===== config.mk =====
export PLATFORM = sky130hd
export DESIGN_NAME = entropy_encode_dc_multich
export DESIGN_NICKNAME = d
export VERILOG_FILES = /design/src/rtl/entropy_encode_dc_multich.sv
export SDC_FILE = /design/constraint.sdc
export NUM_CORES = 1
export LEC_CHECK = 0
export ABC_AREA = 1
export CAP_MARGIN = 20
export CORE_UTILIZATION = 35
export CTS_CLUSTER_DIAMETER = 100
export CTS_CLUSTER_SIZE = 8
export DETAILED_ROUTE_END_ITERATION = 16
export PLACE_DENSITY = 0.6
export SETUP_SLACK_MARGIN = 0.5
export SLEW_MARGIN = 0
export SYNTH_ARGS = -nofsm -noshare
export SYNTH_HDL_FRONTEND = slang
export SYNTH_SLANG_ARGS = --single-unit

===== constraint.sdc =====
create_clock -name clk -period 5.5 [get_ports clk]
set_clock_uncertainty 0.2 [all_clocks]
set_input_delay 0.825 -clock clk [delete_from_list [all_inputs] [get_ports clk]]
set_output_delay 0.825 -clock clk [all_outputs]
set_load 0.05 [all_outputs]

===== src/rtl/entropy_encode_dc_multich.sv =====
// Streaming multi-channel DC entropy encoder: per-channel prediction, adaptive Exp-Golomb/Rice codes.
// Optional per-channel emitted-bit counters (out_bitcnt) are built when DC_BITCNT_EN is defined.
module entropy_encode_dc_multich #(
    parameter  int COEFF_W = 16,
    parameter  int NUM_CH  = 3,
    parameter  int CH_W    = 2,
    localparam int CW_W    = 2*COEFF_W+4,
    localparam int LEN_W   = 6
) (
    input  logic                clk,
    input  logic                reset,
    input  logic                in_valid,
    output logic                in_ready,
    input  logic [COEFF_W-1:0]  in_dc,
    input  logic [CH_W-1:0]     in_ch,
    input  logic                in_first,
    output logic                out_valid,
    input  logic                out_ready,
    output logic [CW_W-1:0]     out_code,
    output logic [LEN_W-1:0]    out_len,
    output logic [CH_W-1:0]     out_ch,
    output logic                err_ch
`ifdef DC_BITCNT_EN
    ,
    output logic [32*NUM_CH-1:0] out_bitcnt
`endif
);

    localparam int D_W = COEFF_W + 1;  // prediction residual
    localparam int V_W = COEFF_W + 2;  // folded unsigned symbol
    localparam int N_W = COEFF_W + 3;  // symbol plus Exp-Golomb offset
    localparam int M_W = LEN_W - 1;    // bit index of the leading one

    typedef enum logic [2:0] {MODE_EG0, MODE_EG1, MODE_HYB, MODE_EG3, MODE_K5} mode_e;

    logic adv, accept, ch_ok;

    // The whole pipeline moves as one; a stalled output freezes every stage.
    assign adv      = !out_valid || out_ready;
    assign in_ready = adv;
    assign accept   = in_valid && adv;

    logic [COEFF_W-1:0] prev_dc   [NUM_CH];
    logic [D_W-1:0]     prev_diff [NUM_CH];

    logic [COEFF_W-1:0] cur_prev_dc;
    logic [D_W-1:0]     cur_prev_diff, raw_diff, abs_diff, s1_d_nx;
    mode_e              s1_mode_nx;

    logic               s1_valid, s2_valid;
    logic [D_W-1:0]     s1_d;
    mode_e              s1_mode, s2_mode;
    logic [CH_W-1:0]    s1_ch, s2_ch;
    logic [V_W-1:0]     s2_v_nx, s2_v;

    // Stage 1: context lookup and residual/mode selection.
    // NOTE: every always_comb output gets a default first so no path can infer a latch.
    always_comb begin
        ch_ok         = 1'b0;
        cur_prev_dc   = '0;
        cur_prev_diff = '0;
        for (int c = 0; c < NUM_CH; c++) begin
            if (in_ch == CH_W'(c)) begin
                ch_ok         = 1'b1;
                cur_prev_dc   = prev_dc[c];
                cur_prev_diff = prev_diff[c];
            end
        end
        raw_diff = {in_dc[COEFF_W-1], in_dc} - {cur_prev_dc[COEFF_W-1], cur_prev_dc};
        abs_diff = cur_prev_diff[D_W-1] ? -cur_prev_diff : cur_prev_diff;
        if (in_first) begin
            s1_d_nx    = {in_dc[COEFF_W-1], in_dc};
            s1_mode_nx = MODE_K5;
        end else begin
            s1_d_nx = cur_prev_diff[D_W-1] ? -raw_diff : raw_diff;
            if (abs_diff == D_W'(0))      s1_mode_nx = MODE_EG0;
            else if (abs_diff == D_W'(1)) s1_mode_nx = MODE_EG1;
            else if (abs_diff == D_W'(2)) s1_mode_nx = MODE_HYB;
            else                          s1_mode_nx = MODE_EG3;
        end
    end

    // Stage 2: fold signed residual onto unsigned symbol; -2d-1 equals ~(2d).
    assign s2_v_nx = s1_d[D_W-1] ? ~{s1_d, 1'b0} : {s1_d, 1'b0};

    function automatic logic [M_W-1:0] flog2(input logic [N_W-1:0] x);
        logic [M_W-1:0] r;
        r = '0;
        for (int i = 0; i < N_W; i++)
            if (x[i]) r = M_W'(i);
        return r;
    endfunction

    logic [2:0]       k;
    logic [N_W-1:0]   n;
    logic [M_W-1:0]   msb;
    logic [CW_W-1:0]  code_nx;
    logic [LEN_W-1:0] len_nx;

    // Stage 3: codeword and length. EGk length collapses to 2*msb+1-k.
    always_comb begin
        k       = '0;
        n       = '0;
        msb     = '0;
        code_nx = '0;
        len_nx  = '0;
        if (s2_mode == MODE_HYB) begin
            if (s2_v < V_W'(8)) begin
                code_nx = CW_W'({1'b1, s2_v[1:0]});
                len_nx  = LEN_W'(3) + LEN_W'(s2_v[2]);
            end else begin
                // Three-zero escape followed by EG3 of v-8: the code value is v itself.
                msb     = flog2({1'b0, s2_v});
                code_nx = CW_W'(s2_v);
                len_nx  = {msb, 1'b1};
            end
        end else begin
            case (s2_mode)
                MODE_EG1: k = 3'd1;
                MODE_EG3: k = 3'd3;
                MODE_K5:  k = 3'd5;
                default:  k = 3'd0;
            endcase
            n       = {1'b0, s2_v} + (N_W'(1) << k);
            msb     = flog2(n);
            code_nx = CW_W'(n);
            len_nx  = {msb, 1'b1} - LEN_W'(k);
        end
    end

    always_ff @(posedge clk) begin
        if (reset) begin
            // NOTE: the predictor contexts are architectural state (prev_diff restarts at 3), so they are reset like any register.
            for (int c = 0; c < NUM_CH; c++) begin
                prev_dc[c]   <= '0;
                prev_diff[c] <= D_W'(3);
            end
            err_ch    <= 1'b0;
            s1_valid  <= 1'b0;
            s1_d      <= '0;
            s1_mode   <= MODE_EG0;
            s1_ch     <= '0;
            s2_valid  <= 1'b0;
            s2_v      <= '0;
            s2_mode   <= MODE_EG0;
            s2_ch     <= '0;
            out_valid <= 1'b0;
            out_code  <= '0;
            out_len   <= '0;
            out_ch    <= '0;
        end else begin
            if (accept && !ch_ok)
                err_ch <= 1'b1;
            // Context updates at accept so a back-to-back word of the same channel sees it.
            if (accept) begin
                for (int c = 0; c < NUM_CH; c++) begin
                    if (in_ch == CH_W'(c)) begin
                        prev_dc[c]   <= in_dc;
                        prev_diff[c] <= in_first ? D_W'(3) : raw_diff;
                    end
                end
            end
            if (adv) begin
                s1_valid  <= accept && ch_ok;
                s1_d      <= s1_d_nx;
                s1_mode   <= s1_mode_nx;
                s1_ch     <= in_ch;
                s2_valid  <= s1_valid;
                s2_v      <= s2_v_nx;
                s2_mode   <= s1_mode;
                s2_ch     <= s1_ch;
                out_valid <= s2_valid;
                if (s2_valid) begin
                    out_code <= code_nx;
                    out_len  <= len_nx;
                    out_ch   <= s2_ch;
                end
            end
        end
    end

`ifdef DC_BITCNT_EN
    logic        s1_first, s2_first, out_first;
    logic [31:0] bitcnt [NUM_CH];

    function automatic logic [31:0] sat_add(input logic [31:0] a, input logic [LEN_W-1:0] b);
        logic [32:0] s;
        s = {1'b0, a} + 33'(b);
        return s[32] ? '1 : s[31:0];
    endfunction

    always_ff @(posedge clk) begin
        if (reset) begin
            s1_first  <= 1'b0;
            s2_first  <= 1'b0;
            out_first <= 1'b0;
            for (int c = 0; c < NUM_CH; c++)
                bitcnt[c] <= '0;
        end else begin
            if (adv) begin
                s1_first  <= in_first;
                s2_first  <= s1_first;
                out_first <= s2_first;
            end
            if (out_valid && out_ready) begin
                for (int c = 0; c < NUM_CH; c++) begin
                    if (out_ch == CH_W'(c))
                        bitcnt[c] <= out_first ? 32'(out_len) : sat_add(bitcnt[c], out_len);
                end
            end
        end
    end

    for (genvar g = 0; g < NUM_CH; g++) begin : g_bitcnt
        assign out_bitcnt[32*g +: 32] = bitcnt[g];
    end
`endif

endmodule


==> results of run 1 <==
[registers in the layout, indices dropped and copies added, names as in the netlist, 2 cells and up]
name,cells
s2_ch,2
s2_v,17
prev_diff,51
prev_dc,48
out_code,19
out_ch,2
s2_mode,3
out_len,6
s1_ch,2
s1_d,17
s1_mode,3
[cell type report]
| cell class | instances | area (um2) |
|---|---|---|
| fillers | 2937 | 16900 |
| multi-input cells | 997 | 4960 |
| flip-flops and latches | 174 | 4470 |
| repair buffers | 69 | 648 |
| inverters | 156 | 586 |
| clock buffers | 20 | 489 |
| well taps | 384 | 480 |
| clock inverters | 12 | 119 |
[metal layers]
metal / up-vias / part of all wire [%] / track usage [%]
met4: 0 / 1.8 / 5.38
met2: 196 / 46 / 30.8
met1: 4110 / 48 / 24.8
met5: - / 0 / 0
met3: 24 / 4.0 / 2.95
li1: 4546 / - / -
[stage by stage]
stage / instances / setup slack, ns
after global placement: 1780 / 0.709
after global routing: 1812 / 0.720
after CTS: 1812 / 1.11
after floorplan: 1388 / 0.865
final: 1812 / 1.03
after detailed placement: 1780 / 0.673
[cells by family after synthesis]
logic type | after synthesis
AOI/OAI and AO/OA | 207
and+or+nand+nor | 710
buffers and inverters | 217
adders and majority gates | 31
other | 1
xor gates and xnor gates | 28
DFF | 174
[worst max-delay path, delay by kind of cell]
family                   cells  cell delay (ns)
buffers and inverters        2             0.77
adder cells (fa/ha/maj)      1             0.52
XOR/XNOR                     1             0.39
AO/OA/AOI/OAI                3             0.43
AND/OR/NAND/NOR             10             1.68
[cell usage in the layout, fill, tap and decap left out, types with 3 or more instances in the layout]
cell type / netlist / routed
o21bai_1: 3 / 3
nand3_1: 95 / 95
a21oi_1: 91 / 91
buf_4: 19 / 17
conb_1: 1 / 21
nand3_2: 8 / 8
edfxtp_1: 99 / 99
clkbuf_16: 0 / 19
clkdlybuf4s50_1: 0 / 52
nor2_1: 141 / 140
o221ai_1: 3 / 3
clkinv_4: 0 / 3
nor2_2: 6 / 7
nand4_1: 17 / 17
nor3_1: 6 / 5
o211ai_1: 3 / 3
xor2_1: 8 / 8
nand2_1: 408 / 408
inv_1: 152 / 152
o21ai_0: 67 / 64
nor2_4: 3 / 3
ha_1: 28 / 28
nand3b_1: 8 / 8
xnor2_1: 20 / 20
and2_1: 6 / 6
a31oi_1: 14 / 14
o21ai_4: 0 / 3
fa_1: 3 / 3
dfxtp_1: 75 / 75
inv_6: 0 / 4
a22o_1: 15 / 15
nand2_2: 6 / 6
[final timing paths]
path	startpoint	to	slack, ns	cells after the start
hold / removal	out_code[18]	out_code[18]	0.25	2
hold reg to reg	out_code[18]	out_code[18]	0.25	2
setup / recovery	in_ch[1]	s1_d[15]	1.03	17
setup reg to reg	s2_mode[2]	out_len[5]	1.48	26
[power breakdown]
part           switching (mW)  leakage [nW]  internal [mW]
registers              0.0689          1.64           1.48
logic                   0.596          3.27          0.291
clock network           0.544         0.304          0.701
==> summary.md, run 1 <==
| Metric | Value |
|---|---|
| Outcome | finished, final reports clean |
| Largest net degree at the start of global routing | 40 |
| Worst setup EP type | flip-flop |
| Post-CTS setup buffers | 0 |
| Area Overhead vs Synth | 14.9% |
| Power Total | ~3.7 mW |
| Hold Crit Class | flip-flop to flip-flop |
| Max-slew violation count | 0 |
| Final wirelength | 27100 um |
| Final net count | 1469 |
| DRC Markers | 0 |
| Top-count cell post-synth | nand2_1 |
| Most frequent CP cell | nand3_1 |
| Mux contribution to synthesized area | 0% |
| IO Port Bufs | 52 |
| Hold Buf Count CTS | 0 |
| Cell Rows | 62 |
| Post-DP HPWL | about 21000 um |
| Critical Path RT | ~5.7 ns |
| Fin. Hold Viols | 0 |
| Die height | 173 um |
| Slew margin rel. | 28.1% |
| Critical path class | input port to flip-flop |
| Cell taking the most area after synthesis | edfxtp_1 |
| Top FF cell, synth | edfxtp_1 |
| First-pass GRT wire length | 43700 um |
| Final setup viols | 0 |
| Adder-Cell Fraction of Synth Area | 4.01% |
| Drt wl/cell | 15.0 um |
| Slowest stage delay, CP | ~0.64 ns |
| Remaining global-route overflow | 0 |
| Synth Area in Compound Gates | between 10% and 20% |
| 1st-pass router iterations | 5 |
| CTS buffer count | 17 |
| Max Cap Viol | 0 |
| Via count of the routed design | 8876 |
| Number of global-route vias before repair | ~8300 |
| Fin crit share | 81.3% |
| Worst-Margin Slew | 1.07 ns |
| Number of diodes | 0 |
| Simple-Gate Fraction of Synth Area | 29.5% |
| Core area | 28700 um2 |
| Max frequency | approximately 220 MHz |
| Peak supply drop | 213 uV |
| CTS Sinks | 174 |
| CTS resizes | 0 |
| Initial antenna violation count | 0 |
| #FFs+latches synth | 174 |
| Leakage | around 5.2 nW |
| Detailed-route vias per instance | approximately 5 |
| Yosys top cell area share | 29.1% |
| Setup TNS | 0 ns |
| Critical Path AT | 4.63 ns |
| Worst Hold Slack | 0.249 ns |
| Main area contributors after synthesis | edfxtp_1 (29%), nand2_1 (15%), dfxtp_1 (15%) |
| Startpoint types | input port |
| I/O pins | 70 |
| Sequential fraction of the synthesis area | 43.7% |
| Core Util, Final | 41.0% |
| Clock transition at the registers of the reported paths | 0.07 ns |
| Asr flop ratio synth | 0% |
| Critical-path maximum fanout | 18 |
| RSZ-0062 raised after global routing | false |
| Slowest CP cell | clkdlybuf4s50_1 |
| H-tree levels | 4 |
| Cell count after synthesis | 1368 |
| Die area | about 30000 um2 |
| Initial Utilization | a little over a third |
| Antenna Violating Nets Remaining | 0 |
| Placed Instance Area | 11100 um2 |
| Min cycle time layout | 4.47 ns |
| Synth warn | 0 |
| Post-synth EDFFs | a little under 100 |
| Fraction of final layout cells sized beyond drive strength 1 | under 10% |
| CTS tree | built |
| Cell area power density | 313 nW/um2 |
| Root Buffer | clkbuf_16 |
| Synth Area per Inst | ~7.5 um2 |
| Design area | 11800 um2 |
| Synth cell types | 48 |
| Total global-route track usage | between 15 and 20% |
| Die width | 173 um |
| Largest family of logic cells by synthesized area | simple AND/OR/NAND/NOR gates |
| Post-synthesis xor/xnor area fraction | 2.40% |
| Iteration-0 DRC Markers | ~570 |
| Synth cell count leaders | nand2_1 (408), inv_1 (152), nor2_1 (141), edfxtp_1 (99), nand3_1 (95) |
| Final Wtd Congestion | 0.909 |
| Mapped Area | 10200 um2 |
| Clk buf depth | 2 |
| Ordered list of cells on the worst path | clkdlybuf4s50_1 -> inv_2 -> nor2_4 -> a22o_1 -> a21oi_1 -> fa_1 -> nand3_1 -> nand3_1 -> xnor2_1 -> nand3_1 -> nor2_1 -> nand2_1 -> nor2_1 -> nand4_1 -> nand3b_1 -> nand3_1 -> a21oi_1 |
| Worst-Skew Late Latency | between 0.4 and 0.5 ns |
Note: power is estimated with default switching activity, not from simulation.
==> run 2, diff against run 1 <==
==> constraint.sdc (replaced) <==
create_clock -name clk -period 4.4 [get_ports clk]
set_clock_uncertainty 0.2 [all_clocks]
set_input_delay 0.66 -clock clk [delete_from_list [all_inputs] [get_ports clk]]
set_output_delay 0.66 -clock clk [all_outputs]
set_load 0.05 [all_outputs]
==> summary.md, run 2 (synthesized netlist as in run 1, its figures left out) <==
| Metric | Value |
|---|---|
| Largest register FFs | 51 |
| Worst-Margin Slew | between 0.8 and 0.9 ns |
| Leakage | 5.33 nW |
| CTS tree | built |
| I/O pins | 70 |
| Total global-route track usage | between 10% and 20% |
| Cell Rows | between 60 and 70 |
| Core area | 28700 um2 |
| IO Port Bufs | 52 |
| Fin crit share | 82.6% |
| Worst-Skew Late Latency | between 0.4 and 0.5 ns |
| Clock transition at the registers of the reported paths | 0.07 ns |
| Critical Path RT | 4.56 ns |
| Number of diodes | 0 |
| Startpoint types | flip-flop |
| Remaining global-route overflow | 0 |
| Critical-path maximum fanout | 7 |
| 1st-pass router iterations | 5 |
| Power Total | 4.63 mW |
| Initial antenna violation count | 0 |
| Largest registers | prev_diff: 51 flops, prev_dc: 48 flops, out_code: 19 flops |
| Outcome | finished, final reports clean |
| RSZ-0062 raised after global routing | true |
| Fin. Hold Viols | 0 |
| DRC Markers | 0 |
| Die height | 173 um |
| CTS buffer count | 17 |
| Largest Register | prev_diff |
| Die area | 29900 um2 |
| Max-slew violation count | 0 |
| Setup TNS | 0 ns |
| Worst Hold Slack | 0.241 ns |
| Peak supply drop | 275 uV |
| Critical path class | flip-flop to flip-flop |
| Most frequent cells in the layout | nand2_1 (404), inv_1 (150), nor2_1 (135) |
| Root Buffer | clkbuf_16 |
| Area Overhead vs Synth | 17.6% |
| Iteration-0 DRC Markers | 531 |
| First-pass GRT wire length | between 40000 and 50000 um |
| Final setup viols | 0 |
| Antenna Violating Nets Remaining | 0 |
| Final wirelength | 26900 um |
| Fraction of final layout cells sized beyond drive strength 1 | 9.13% |
| Max Cap Viol | 0 |
| Post-DP HPWL | about 20000 um |
| CTS Sinks | 174 |
| Placed cell count | 1805 |
| Largest net degree at the start of global routing | 47 |
| Critical Path AT | 3.80 ns |
| Non-Filler Instances | 1840 |
| Core Util, Final | 41.9% |
| Gate power share | between 20% and 30% |
| Most common cell after layout, fill and taps aside | nand2_1 |
| Slew margin rel. | 43.9% |
| Via count of the routed design | roughly 8900 |
| Clk buf depth | 2 |
| Max frequency | 275 MHz |
| Min cycle time layout | 3.63 ns |
| Die width | 173 um |
| Number of global-route vias before repair | between 8000 and 9000 |
| Final Wtd Congestion | 0.884 |
| Sw frac | 32.8% |
| Cell area power density | 385 nW/um2 |
| Final net count | 1497 |
| Sequential share of power | between 40% and 50% |
| Internal power | 3.11 mW |
| Detailed-route vias per instance | 4.85 |
| Hold Buf Count CTS | 0 |
| H-tree levels | 4 |
| Clock Power Share | around a third |
| Net Sw Power | approximately 1.5 mW |
| Drt wl/cell | ~15 um |
| Worst setup EP type | flip-flop |
| Initial Utilization | 35.7% |
| Hold Crit Class | flip-flop to flip-flop |
-- run 2: what timing repair did --
item / 4_1_cts / 5_1_grt
setup endpoints to repair: 3 / 14
pin swaps: 0 / 8
resized for setup: 5 / 25
setup buffers: 0 / 3
-- run 2: area by class of cell --
cell class,instances,area (um2)
Clock buffer,18,429
Clock inverter,14,154
Fill cell,2934,16700
Inverter,156,586
Multi-Input combinational cell,997,5040
Sequential cell,174,4480
Tap cell,384,480
Timing Repair Buffer,97,866
-- run 2: worst paths after layout --
path	start	end	slack (ns)	cells after the start
setup / recovery	s2_mode[1]	out_len[2]	0.77	25
hold / removal	out_code[18]	out_code[18]	0.24	2
setup reg to reg	s2_mode[1]	out_len[2]	0.77	25
hold reg to reg	out_code[18]	out_code[18]	0.24	2
-- run 2: per-layer routing --
metal / vias up / GRT usage (%) / wire (um)
met2: 178 / 30.3 / 12500
met4: 0 / 4.61 / 373
li1: 4606 / - / -
met1: 4115 / 25.1 / 13100
met3: 19 / 2.81 / 958
met5: - / 0 / 0
-- run 2: power groups by stage --
| stage | sequential, mW | clock, mW | combinational, mW |
|---|---|---|---|
| after floorplan | 1.98 | 0 | 0.800 |
| after CTS | 1.93 | 1.54 | 1.18 |
| after global routing | 1.95 | 1.61 | 1.34 |
| after global placement | 1.96 | 0 | 1.16 |
| after detailed placement | 1.97 | 0 | 1.17 |
| final | 1.93 | 1.51 | 1.19 |
-- run 2: metrics by stage --
stage / area (um2) / setup WS, ns
2_1_floorplan: 10300 / 0.115
3_3_place_gp: 11300 / 0.169
3_5_place_dp: 11300 / 0.138
4_1_cts: 11900 / 0.530
5_1_grt: 12000 / 0.468
6_report: 12000 / 0.767
-- run 2: critical path: stages (launching register included) --
cell	delay, ns
dfxtp_2	0.33
nor2_2	0.11
nand2_2	0.07
inv_2	0.07
nor2_1	0.05
ha_2	0.19
fa_2	0.40
nand3_2	0.11
nand2_2	0.08
nand2_1	0.11
nand2_4	0.09
xor2_2	0.17
nand2_1	0.07
nand2_1	0.05
nand2_1	0.05
nand2_1	0.05
nand2_1	0.05
nand2_1	0.04
nand2_1	0.05
nand2_1	0.06
a21oi_2	0.16
ha_2	0.19
inv_2	0.04
fa_2	0.52
o221ai_2	0.11
a21oi_1	0.15
